[src/rtl/mem_stage_pkg.sv]
// Shared definitions for the MEM pipeline stage: WB control layout, FSM encoding, defaults.
package mem_stage_pkg;

  localparam int unsigned WB_W            = 2;
  localparam int unsigned WB_REGWRITE     = 1;
  localparam int unsigned WB_MEMTOREG     = 0;

  localparam int unsigned ADDR_W          = 32;
  localparam int unsigned DATA_W          = 32;
  localparam int unsigned RD_W            = 5;
  localparam int unsigned BR_W            = 7;

  localparam int unsigned ACK_TIMEOUT_DEF = 16;
  localparam int unsigned CNT_W_DEF       = 5;

  typedef enum logic {
    ST_IDLE = 1'b0,
    ST_WAIT = 1'b1
  } state_e;

endpackage

[src/rtl/mem_wait_ctrl.sv]
// Wait-state controller: tracks an outstanding data-memory access, counts wait
// cycles, aborts on timeout and raises a sticky error flag.
module mem_wait_ctrl
  import mem_stage_pkg::*;
#(
  parameter int unsigned ACK_TIMEOUT = ACK_TIMEOUT_DEF,
  parameter int unsigned CNT_W       = CNT_W_DEF
) (
  input  logic clock,
  input  logic reset,
  input  logic access,
  input  logic mem_ack,
  output logic stall,
  output logic timeout_hit,
  output logic mem_error
);

  state_e             state_q, state_d;
  logic [CNT_W-1:0]   cnt_q, cnt_d;
  logic               err_q, err_d;

  // State, wait counter and sticky error flag.
  always_ff @(posedge clock) begin
    if (reset) begin
      state_q <= ST_IDLE;
      cnt_q   <= '0;
      err_q   <= 1'b0;
    end else begin
      state_q <= state_d;
      cnt_q   <= cnt_d;
      err_q   <= err_d;
    end
  end

  // Next-state logic plus the stall/timeout indications seen by the stage this cycle.
  // Timeout is only meaningful while the access is still held; a dropped access
  // simply returns to IDLE without an error.
  always_comb begin
    state_d     = state_q;
    cnt_d       = cnt_q;
    err_d       = err_q;
    timeout_hit = (state_q == ST_WAIT) & access & ~mem_ack &
                  (cnt_q == CNT_W'(ACK_TIMEOUT));
    stall       = access & ~mem_ack & ~timeout_hit;

    case (state_q)
      ST_IDLE: begin
        if (access & ~mem_ack) begin
          state_d = ST_WAIT;
          cnt_d   = CNT_W'(1);
        end
      end
      ST_WAIT: begin
        if (~access | mem_ack) begin
          state_d = ST_IDLE;
          cnt_d   = '0;
        end else if (timeout_hit) begin
          state_d = ST_IDLE;
          cnt_d   = '0;
          err_d   = 1'b1;
        end else begin
          cnt_d   = cnt_q + CNT_W'(1);
        end
      end
      default: begin
        state_d = ST_IDLE;
        cnt_d   = '0;
      end
    endcase
  end

  assign mem_error = err_q;

endmodule

[src/rtl/mem_stage.sv]
// MEM pipeline stage: drives the data-memory req/ack port, resolves branches,
// stalls upstream during wait states and registers results into MEM/WB.
module mem_stage
  import mem_stage_pkg::*;
#(
  parameter int unsigned ACK_TIMEOUT = ACK_TIMEOUT_DEF,
  parameter int unsigned CNT_W       = CNT_W_DEF
) (
  input  logic              clock,
  input  logic              reset,
  input  logic [ADDR_W-1:0] aluResult,
  input  logic [DATA_W-1:0] writeData,
  input  logic [BR_W-1:0]   branchAddress,
  input  logic [RD_W-1:0]   rd,
  input  logic [WB_W-1:0]   wb,
  input  logic              memRead,
  input  logic              memWrite,
  input  logic              branch,
  input  logic              ZF,
  input  logic              BNE,
  output logic              memReq,
  output logic              memWe,
  output logic [ADDR_W-1:0] memAddr,
  output logic [DATA_W-1:0] memWdata,
  input  logic [DATA_W-1:0] memRdata,
  input  logic              memAck,
  output logic              stall,
  output logic              pcSrc,
  output logic [BR_W-1:0]   pcBranch,
  output logic [DATA_W-1:0] memWbReadData,
  output logic [ADDR_W-1:0] memWbAluResult,
  output logic [RD_W-1:0]   memWbRd,
  output logic [WB_W-1:0]   memWbWb,
  output logic              memError
);

  logic access;
  logic timeout_hit;

  logic [DATA_W-1:0] rdata_q, rdata_d;
  logic [ADDR_W-1:0] alu_q,   alu_d;
  logic [RD_W-1:0]   rd_q,    rd_d;
  logic [WB_W-1:0]   wb_q,    wb_d;

  // Memory port and branch resolution are pass-through; write wins over read.
  always_comb begin
    access   = memRead | memWrite;
    memReq   = access;
    memWe    = memWrite;
    memAddr  = aluResult;
    memWdata = writeData;
    pcSrc    = branch & (ZF ^ BNE);
    pcBranch = branchAddress;
  end

  mem_wait_ctrl #(
    .ACK_TIMEOUT (ACK_TIMEOUT),
    .CNT_W       (CNT_W)
  ) u_wait_ctrl (
    .clock       (clock),
    .reset       (reset),
    .access      (access),
    .mem_ack     (memAck),
    .stall       (stall),
    .timeout_hit (timeout_hit),
    .mem_error   (memError)
  );

  // MEM/WB next values: bubble while stalled, otherwise capture; an aborted
  // access squashes WB control (including regWrite) and zeroes the load data.
  always_comb begin
    rdata_d = rdata_q;
    alu_d   = alu_q;
    rd_d    = rd_q;
    wb_d    = wb_q;
    if (stall) begin
      rd_d = '0;
      wb_d = '0;
    end else begin
      alu_d = aluResult;
      rd_d  = rd;
      wb_d  = timeout_hit ? '0 : wb;
      if (memRead & memAck) begin
        rdata_d = memRdata;
      end else if (timeout_hit) begin
        rdata_d = '0;
      end
    end
  end

  // MEM/WB pipeline register.
  always_ff @(posedge clock) begin
    if (reset) begin
      rdata_q <= '0;
      alu_q   <= '0;
      rd_q    <= '0;
      wb_q    <= '0;
    end else begin
      rdata_q <= rdata_d;
      alu_q   <= alu_d;
      rd_q    <= rd_d;
      wb_q    <= wb_d;
    end
  end

  assign memWbReadData  = rdata_q;
  assign memWbAluResult = alu_q;
  assign memWbRd        = rd_q;
  assign memWbWb        = wb_q;

endmodule

[config.mk]
export PLATFORM = sky130hd
export DESIGN_NAME = mem_stage
export DESIGN_NICKNAME = d
export VERILOG_FILES = /design/src/rtl/mem_stage_pkg.sv /design/src/rtl/mem_wait_ctrl.sv /design/src/rtl/mem_stage.sv
export SDC_FILE = /design/constraint.sdc
export NUM_CORES = 1
export LEC_CHECK = 0
export ABC_AREA = 1
export CORE_ASPECT_RATIO = 0.6
export CORE_MARGIN = 2
export CORE_UTILIZATION = 31
export CTS_BUF_LIST = sky130_fd_sc_hd__clkbuf_2 sky130_fd_sc_hd__clkbuf_4 sky130_fd_sc_hd__clkbuf_8
export DETAILED_ROUTE_END_ITERATION = 7
export HOLD_SLACK_MARGIN = 0.1
export PLACE_DENSITY = 0.77
export RECOVER_POWER = 50
export SLEW_MARGIN = 10
export SYNTH_ARGS = -nofsm -noshare
export SYNTH_HDL_FRONTEND = slang
export SYNTH_SLANG_ARGS = --single-unit
[constraint.sdc]
create_clock -name clock -period 1.5 [get_ports clock]
set_input_delay 0.15 -clock clock [delete_from_list [all_inputs] [get_ports clock]]
set_output_delay 0.15 -clock clock [all_outputs]
set_load 0.02 [all_outputs]
# Word-level counts from Yosys, hierarchy flattened
# Cells that the tools add are included.
word_totals:
  reg_bits: 78
  latchBits: 0
  ramBits: 0
  mem_bits_ro: 0
  input_bits: 118
  out_inout_bits: 147
  wordCells: 41
  mem_count: 0
op_classes:
  addsub: 1
  mul: 0
  div: 0
  order_cmp: 0
  n_eq_ne: 2
  n_shift: 0
  mux: 10
  bitwise: 16
  n_reduce_logical: 5
op_table:
  columns: ["op", "count"]
  rows:
  - ["$mux W32", 2]
  - ["$mux W5", 3]
  - ["$pmux W5 S2", 1]
  - ["$and A1 B1 Y1", 7]
  - ["$not A1 Y1", 6]
  - ["$add A5 B1 Y5 const B", 1]
  - ["$eq A5 B5 Y1 const B", 1]
  - ["$mux W1", 3]
  - ["$reduce_and A3 Y1", 1]
  - ["$reduce_or A3 Y1", 1]
  - ["$ne A2 B1 Y1 const B", 1]
  - ["$or A1 B1 Y1", 2]
  - ["$pmux W1 S2", 1]
  - ["$reduce_and A2 Y1", 1]
  - ["$reduce_bool A2 Y1", 1]
  - ["$reduce_or A2 Y1", 1]
  - ["$xor A1 B1 Y1", 1]

# Depth between registers and ports, before layout
# Gate-level depths: netlist (run 1).
depth:
  depth_word: 8
  ltp_mapped: 10
  mapped_depth_nobuf: 9

# Hierarchy
# Synthesis (run 1) repeated with hierarchy kept, for this count alone.
hier_totals:
  hier_cells: 506
  hier_area_um2: 3727.3
by_module_without_submodules:
  columns: ["module", "instances", "cells_each", "area_each_um2", "seq_area_each_um2"]
  rows:
  - ["mem_stage", 1, 447, 3288.2, 1421.4]
  - ["mem_wait_ctrl", 1, 59, 439.2, 140.1]

# Least setup slack after synthesis (run 1)
# Ideal clock, no wire load.
synth_path:
  path_type: "register to register"
  start: "reg u_wait_ctrl.cnt_q[0]"
  end: "reg alu_q[13] (netlist: memWbAluResult[13])"
  setup_time_ns: 0.116
  arrival_time_ns: 1.194
  required_time_ns: 1.384
  slack_ns: 0.190
  stages_incl_launch_ff: 11
  path_buffers: 1
  period_less_slack_ns: 1.310
  cell_sequence: "dfxtp_1 > inv_1 > ha_1 > nand2_1 > nor2_4 > nand2_2 > nand2_4 > inv_4 > buf_8 > nor2_2 > nor2_1"
synth_via:
  elab_chain_cells: 4
synth_rtl:
  columns: ["element", "line", "rtl"]
  rows:
  - ["start: declaration", "mem_wait_ctrl.sv:19", "logic [CNT_W-1:0] cnt_q, cnt_d;"]
  - ["start signal: assignment", "mem_wait_ctrl.sv:30", "cnt_q <= cnt_d;"]
  - ["$eq A5 B5 Y1", "mem_wait_ctrl.sv:43", "(cnt_q == CNT_W'(ACK_TIMEOUT));"]
  - ["$and A1 B1 Y1", "mem_wait_ctrl.sv:42", "timeout_hit = (state_q == ST_WAIT) & access & ~mem_ack &"]
  - ["$not A1 Y1", "mem_wait_ctrl.sv:44", "stall = access & ~mem_ack & ~timeout_hit;"]
  - ["$and A1 B1 Y1", "mem_wait_ctrl.sv:44", null]
  - ["net stall", "mem_stage.sv:27", "output logic stall,"]
  - ["end signal: assignment", "mem_stage.sv:100", "alu_q <= alu_d;"]
  - ["end: declaration", "mem_stage.sv:41", "logic [ADDR_W-1:0] alu_q, alu_d;"]
# The timed path passes the listed nets, and every way through them passes these cells.
# A chain may end at the register's enable or synchronous reset.

# Worst setup path after layout (run 1)
layout_path:
  start: "reg u_wait_ctrl.cnt_q[1]"
  end: "out stall"
layout_via:
  elab_chain_cells: 4
layout_rtl:
  columns: ["element", "line"]
  rows:
  - ["$eq A5 B5 Y1", "mem_wait_ctrl.sv:43"]
  - ["$and A1 B1 Y1", "mem_wait_ctrl.sv:42"]
  - ["$not A1 Y1", "mem_wait_ctrl.sv:44"]
  - ["$and A1 B1 Y1", "mem_wait_ctrl.sv:44"]
  - ["end: declaration", "mem_stage.sv:27"]
# No other way between the ends.

==> results of run 1 <==
-- worst max-delay path, stage by stage, from the launching register on --
cell	delay [ns]
sky130_fd_sc_hd__dfxtp_2	0.34
sky130_fd_sc_hd__inv_2	0.07
sky130_fd_sc_hd__ha_4	0.13
sky130_fd_sc_hd__nand2_4	0.05
sky130_fd_sc_hd__nor2_4	0.11
sky130_fd_sc_hd__nand2_2	0.07
sky130_fd_sc_hd__nand2_4	0.08
sky130_fd_sc_hd__inv_4	0.04
sky130_fd_sc_hd__buf_6	0.12
-- stage by stage --
stage / util [%] / hold slack [ns]
floorplan: - / 0.262
global placement: 45.1 / 0.300
detailed placement: 45.1 / 0.300
CTS: 47.3 / 0.300
global route: 45.3 / 0.300
finish: 45.3 / 0.300
-- what timing repair did --
action                                 4_1_cts  5_1_grt
setup endpoints to repair                   32       99
gates cloned                                 0        2
pin swaps                                    0        4
resized for setup                           19       54
endpoints found under the hold margin        0        0
hold buffers                                 0        0
-- cell usage in the layout, fill, tap and decap left out, drive strengths merged --
cell type      count
a21oi             38
buf               19
bufinv             2
clkbuf            57
clkdlybuf4s50    136
clkinv             1
clkinvlp           1
dfxtp             78
dlygate4sd2        3
dlygate4sd3        2
ha                 2
inv               16
nand2             69
nand3             45
nor2              59
nor3b              2
o21ai             25
xor2               2
-- cell usage after synthesis --
| cell | count | area (µm²) |
|---|---|---|
| sky130_fd_sc_hd__nand2_4 | 1 | 11.3 |
| sky130_fd_sc_hd__nand3_1 | 44 | 220 |
| sky130_fd_sc_hd__buf_6 | 8 | 90.1 |
| sky130_fd_sc_hd__nor2_2 | 21 | 131 |
| sky130_fd_sc_hd__nand2_2 | 3 | 18.8 |
| sky130_fd_sc_hd__a21oi_1 | 38 | 190 |
| sky130_fd_sc_hd__clkbuf_1 | 4 | 15.0 |
| sky130_fd_sc_hd__buf_2 | 1 | 5.00 |
| sky130_fd_sc_hd__buf_8 | 2 | 30.0 |
| sky130_fd_sc_hd__ha_1 | 2 | 25.0 |
| sky130_fd_sc_hd__buf_1 | 5 | 18.8 |
| sky130_fd_sc_hd__inv_1 | 12 | 45.0 |
| sky130_fd_sc_hd__nand3_2 | 1 | 10.0 |
| sky130_fd_sc_hd__nor2_8 | 1 | 20.0 |
| sky130_fd_sc_hd__nor3b_1 | 2 | 15.0 |
| sky130_fd_sc_hd__inv_2 | 1 | 3.75 |
| sky130_fd_sc_hd__nand2_1 | 65 | 244 |
| sky130_fd_sc_hd__xor2_1 | 2 | 17.5 |
| sky130_fd_sc_hd__o21ai_1 | 10 | 50.1 |
| sky130_fd_sc_hd__nor2_4 | 1 | 11.3 |
| sky130_fd_sc_hd__inv_4 | 1 | 6.26 |
| sky130_fd_sc_hd__nor2_1 | 35 | 131 |
| sky130_fd_sc_hd__dfxtp_1 | 78 | 1560 |
| sky130_fd_sc_hd__buf_4 | 74 | 556 |
| sky130_fd_sc_hd__o21ai_0 | 15 | 75.1 |
-- worst min-delay path by stage --
stage	end	slack [ns]	cells past startpoint
2_1_floorplan	memWbRd[0]	0.26	2
3_3_place_gp	memWdata[12]	0.30	0
3_5_place_dp	memWdata[12]	0.30	0
4_1_cts	memWdata[12]	0.30	0
5_1_grt	pcBranch[2]	0.30	0
6_report	memWdata[11]	0.30	0
-- registers in the layout, summed over array words and instances (netlist names) --
signal / cells
memWbAluResult: 32
u_wait_ctrl.cnt_q: 5
memWbWb: 2
u_wait_ctrl.state_q: 1
u_wait_ctrl.mem_error: 1
memWbReadData: 32
memWbRd: 5
-- logic make-up after synthesis --
logic type	count (synthesis)	synth area share, %
fa+ha+maj	2	0.714
compound gates	63	9.00
buf+inv	108	22.0
flops	78	44.6
xor+xnor	2	0.500
simple gates	174	23.2
-- metal layers --
layer	vias up	wire length, µm
met5	-	0
li1	1558	-
met1	1516	4330
met4	0	89
met3	10	717
met2	136	4640
-- power by group through the flow --
stage / Combinational, mW / Clock [mW] / Sequential [mW]
final: 1.03 / 1.77 / 2.24
after global routing: 1.10 / 1.94 / 2.26
after CTS: 1.10 / 1.83 / 2.25
after detailed placement: 1.09 / 0 / 2.29
after global placement: 1.07 / 0 / 2.29
after floorplan: 0.543 / 0 / 2.43
-- final cells by class --
class / instances / area share [%]
Clock inverter: 6 / 1.86
Tap cell: 144 / 3.57
Timing Repair Buffer: 207 / 36.2
Clock buffer: 10 / 2.60
Inverter: 14 / 1.09
Multi-Input combinational cell: 242 / 23.8
Sequential cell: 78 / 30.9
==> results.cfg, run 1 <==
[clocking]
cts_htree_levels = 3
max-clock-path-buffers = 2
insertion_delay_ns = 0.35
cts_tree = built
cts-root-buf = sky130_fd_sc_hd__clkbuf_8
clk_pin_slew_ns = 0.08
cts-buffers-inserted = 9
post_cts_setup_bufs = 0
cts_sinks = 78

[sta]
final.period_utilization_pct = 100
fin_setup_tns_ns = -0.00707
rsz0062_at_grt = true
finalCriticalPeriod_ns = 1.51
max_clock_freq_ghz = 0.664
slew_violations = 0
finClkSkew_ns = 0.0102
setup-violations-final = 1
layout_setup_ws_ns = -0.00707
max_slew_margin_vs_limit_pct = 50.2
hold_violations = 0
worstMarginPinSlew_ns = 0.747

[placed_design]
globalplace.congestion = 0.832
buffer_ports.inserted = 186
pre_cts_ws_ns = -0.239
dp_hpwl_um = 7270
post-place-cells = 683
dpl-instance-area_um2 = 5030

[detailed_routing]
drc = 0
initialDrtViolationCount = 96
detail-route-antenna-nets = 0
vias_per_cell = 4.59
detail_route.wl_per_cell_um = 13.9
dr_total_vias = 3220
postRouteWirelength_um = 9770
firstDrtPassIters = 7

[logic_synthesis]
postSynthAreaPerCell_um2 = 8.20
syn-num-nets = 547
synth_area_um2 = 3500
syn-instance-count = 427
share_of_synthesized_area_occupied_by_flip_flops_and_latches_pct = 44.6
synth-seq-cells = 78
synth_warnings = 0
synthDistinctLibCells = 25

[die]
ioPinCount = 265
core_area_um2 = 11100
floorplan.initialDensity_pct = 31.4
floorplan.die.width_um = 141
die_span_y_um = 86.3
floorplan.rows = 30
die_outline_area_um2 = 12200

[finish]
design.final.nets = 672
antenna_cells_inserted = 0
multiInputGateArea_um2 = 1200
drive_above_1_share_pct = 13.3
layoutNonFillerInstCount = 701
finish.instance_area_um2 = 5050
layout-area-overhead-vs-synth_pct = 44.3
num-fill-cells = 1100
register_area_um2 = 1560

[global_routing]
grt_pass1_wl_um = 15200
met3_usage_pct = 6.24
number_of_global_route_vias_before_repair = 3045
grt_antenna_before_repair = 0
gr-usage-met2_pct = 24.6
global_route.usage.met1_pct = 19.5
maximum_number_of_pins_on_one_net_before_global_route_repair = 37
grt_util_all_layers_pct = 15.5
grt.overflow.total = 0
top_usage_layer = met2

[power]
power.leakage_nw = 1.97
power_switching_mw = 1.39
pwr-share-comb_pct = 20.4
seqPwrFrac_pct = 44.5
clk_network_pwr_share_pct = 35.1
power-per-cell-area_nw_per_um2 = 998
fin_total_pwr_mw = 5.04
netSwitchingFraction_pct = 27.6
worst_ir_drop_vdd_uv = 586
power.internal_mw = 3.65

[status]
failing_checks = setup timing
outcome = finished, violations left

[hold_path]
hold_path_class = primary input to output port
worst_hold_startpoint = writeData[11]

[worst_setup_path]
cp-end-kind = output port
crit_end = stall
critical_path_peak_fanout = 2
critPathLaunch = u_wait_ctrl.cnt_q[1]
arrival_ns = 1.36
path_class = flop to output port
worstRegToRegCells = 10
r2r_slack_ns = 0.05
r2r_end = memWbRd[2]
crit_path_start_kind = flop
rr_startpoint = u_wait_ctrl.cnt_q[1]
worst-endpoint-required_ns = 1.35

[run]
maximum_capacitance_violations = 0
No activity file was read; power rests on OpenSTA's default activity.
==> run 2, diff against run 1 <==
--- a/config.mk
+++ b/config.mk
@@ -8,11 +8,11 @@
 export ABC_AREA = 1
 export CORE_ASPECT_RATIO = 0.6
 export CORE_MARGIN = 2
-export CORE_UTILIZATION = 31
+export CORE_UTILIZATION = 35
 export CTS_BUF_LIST = sky130_fd_sc_hd__clkbuf_2 sky130_fd_sc_hd__clkbuf_4 sky130_fd_sc_hd__clkbuf_8
 export DETAILED_ROUTE_END_ITERATION = 7
 export HOLD_SLACK_MARGIN = 0.1
-export PLACE_DENSITY = 0.77
+export PLACE_DENSITY = 0.85
 export RECOVER_POWER = 50
 export SLEW_MARGIN = 10
 export SYNTH_ARGS = -nofsm -noshare
==> results.cfg, run 2 (synthesis results as in run 1) <==
[status]
outcome = finished, violations left
failing_checks = setup timing

[finish]
num-fill-cells = 910
finish.instance_area_um2 = 5190
drive_above_1_share_pct = 15.8
layout-area-overhead-vs-synth_pct = 48.1
antenna_cells_inserted = 0
mostFrequentLayoutCell = sky130_fd_sc_hd__clkdlybuf4s50_1
layout_common_cells = sky130_fd_sc_hd__clkdlybuf4s50_1 (149), sky130_fd_sc_hd__dfxtp_1 (76), sky130_fd_sc_hd__nand2_1 (62)
design.final.nets = 672

[power]
power-per-cell-area_nw_per_um2 = 943
fin_total_pwr_mw = 4.89
worst_ir_drop_vdd_uv = 443
power.leakage_nw = 2.03

[sta]
hold_violations = 0
final.period_utilization_pct = 101
fin_worst_hold_slack_ns = 0.300
rsz0062_at_grt = true
finClkSkew_ns = 0.00550
max_slew_margin_vs_limit_pct = 72.3
worstMarginPinSlew_ns = 0.414
slew_violations = 0
layout_setup_ws_ns = -0.0145
fin_setup_tns_ns = -0.0145
finalCriticalPeriod_ns = 1.51
setup-violations-final = 1
max_clock_freq_ghz = 0.660

[global_routing]
grt_pass1_wl_um = 13900
grt_util_all_layers_pct = 16.1
grt.overflow.total = 0
maximum_number_of_pins_on_one_net_before_global_route_repair = 39
number_of_global_route_vias_before_repair = 2830
grt_antenna_before_repair = 0

[die]
floorplan.die.width_um = 133
floorplan.rows = 28
floorplan.initialDensity_pct = 35.7
die_outline_area_um2 = 10800
die_span_y_um = 81.5
ioPinCount = 265
core_area_um2 = 9810

[placed_design]
dp_hpwl_um = 6900
buffer_ports.inserted = 186
pre_cts_ws_ns = -0.283
dpl-instance-area_um2 = 5010
globalplace.congestion = 0.749

[clocking]
cts_tree = built
max-clock-path-buffers = 2
ctsHoldBuffers = 0
cts-buffers-inserted = 9
clk_pin_slew_ns = 0.07
cts_htree_levels = 3
cts_sinks = 78
insertion_delay_ns = 0.35
cts-root-buf = sky130_fd_sc_hd__clkbuf_8

[run]
maximum_capacitance_violations = 0

[worst_setup_path]
crit_path_start_kind = flop
path_class = flop to output port
arrival_ns = 1.36
worst-endpoint-required_ns = 1.35
critical_path_cell_list = inv_2, ha_4, nand2_4, nor2_4, nand2_2, nand2_4, inv_4, buf_6
cpMaxStageDelayCell = sky130_fd_sc_hd__dfxtp_2
critical_path.most_common_cell = sky130_fd_sc_hd__nand2_4
cp-end-kind = output port
critical_path_peak_fanout = 2
critPathLaunch = u_wait_ctrl.cnt_q[0]
crit_path_max_incr_delay_ns = 0.33
rr_startpoint = u_wait_ctrl.cnt_q[0]

[detailed_routing]
firstDrtPassIters = 4
routed-wl-met3_um = 725
postRouteWirelength_um = 9450
routed-wl-met2_um = 4410
maxUsedRoutingLayer = met4
drc = 0
drt-met1-wl_um = 4230
dr_total_vias = 3080
detail-route-antenna-nets = 0
detail_route.wl_per_cell_um = 13.7
vias_per_cell = 4.45
initialDrtViolationCount = 101

[hold_path]
worst_hold_startpoint = writeData[30]
hold_path_class = primary input to output port
==> run 2: cell types whose count changed in the layout (fill, tap and decap cells not counted), moves of 3 or more <==
cell and change:
sky130_fd_sc_hd__o21ai_1 -4, sky130_fd_sc_hd__buf_4 +3, sky130_fd_sc_hd__dlygate4sd2_1 +3, sky130_fd_sc_hd__clkbuf_1 -15, sky130_fd_sc_hd__clkdlybuf4s50_1 +13, sky130_fd_sc_hd__nand3_2 +10
sky130_fd_sc_hd__nand3_1 -11, sky130_fd_sc_hd__o21ai_0 +4
==> run 2: power breakdown <==
| group | total [mW] | internal (mW) | switching [mW] | leakage [nW] |
|---|---|---|---|---|
| sequential | 2.25 | 2.19 | 0.0615 | 0.643 |
| combinational | 1.04 | 0.511 | 0.529 | 1.28 |
| clock | 1.60 | 0.856 | 0.746 | 0.0976 |
| total | 4.89 | 3.55 | 1.34 | 2.03 |
==> run 2: metrics by stage <==
step	utilization [%]	instances
after detailed placement	51.1	673
after global placement	51.1	673
after floorplan	-	427
after CTS	53.4	689
final	52.9	692
after global routing	52.9	692
==> run 2: worst max-delay path, delay by kind of cell (launching register included) <==
family | cells | cell delay [ns]
adder cells (fa/ha/maj) | 1 | 0.15
buffers and inverters | 3 | 0.23
flip-flops | 1 | 0.33
AND/OR/NAND/NOR | 4 | 0.32
==> run 2: final timing paths <==
kind,to,slack (ns),depth (start not counted)
max,stall,-0.01,8
min,memWdata[30],0.30,0
max reg2reg,memWbReadData[20],0.01,10
min reg2reg,memWbAluResult[22],0.45,2
==> run 2: what timing repair did <==
item	CTS	global route
resized for setup	20	51
endpoints found under the setup margin	30	75
pin swaps	1	3
setup buffers	0	1
gates cloned	0	2
==> run 2: layer usage <==
layer	track usage, %	up-vias
met2	25.9	117
met1	19.9	1401
li1	-	1552
met5	0	-
met3	7.10	10
met4	4.47	0
==> run 2: layout make-up <==
class	count	area (µm²)	area share, %
clock buffers	11	151	2.92
clock inverters	5	57.6	1.11
inverters	14	55.1	1.06
multi-input cells	242	1270	24.5
flip-flops and latches	78	1560	30.2
well taps	135	169	3.26
repair buffers	207	1920	37.0
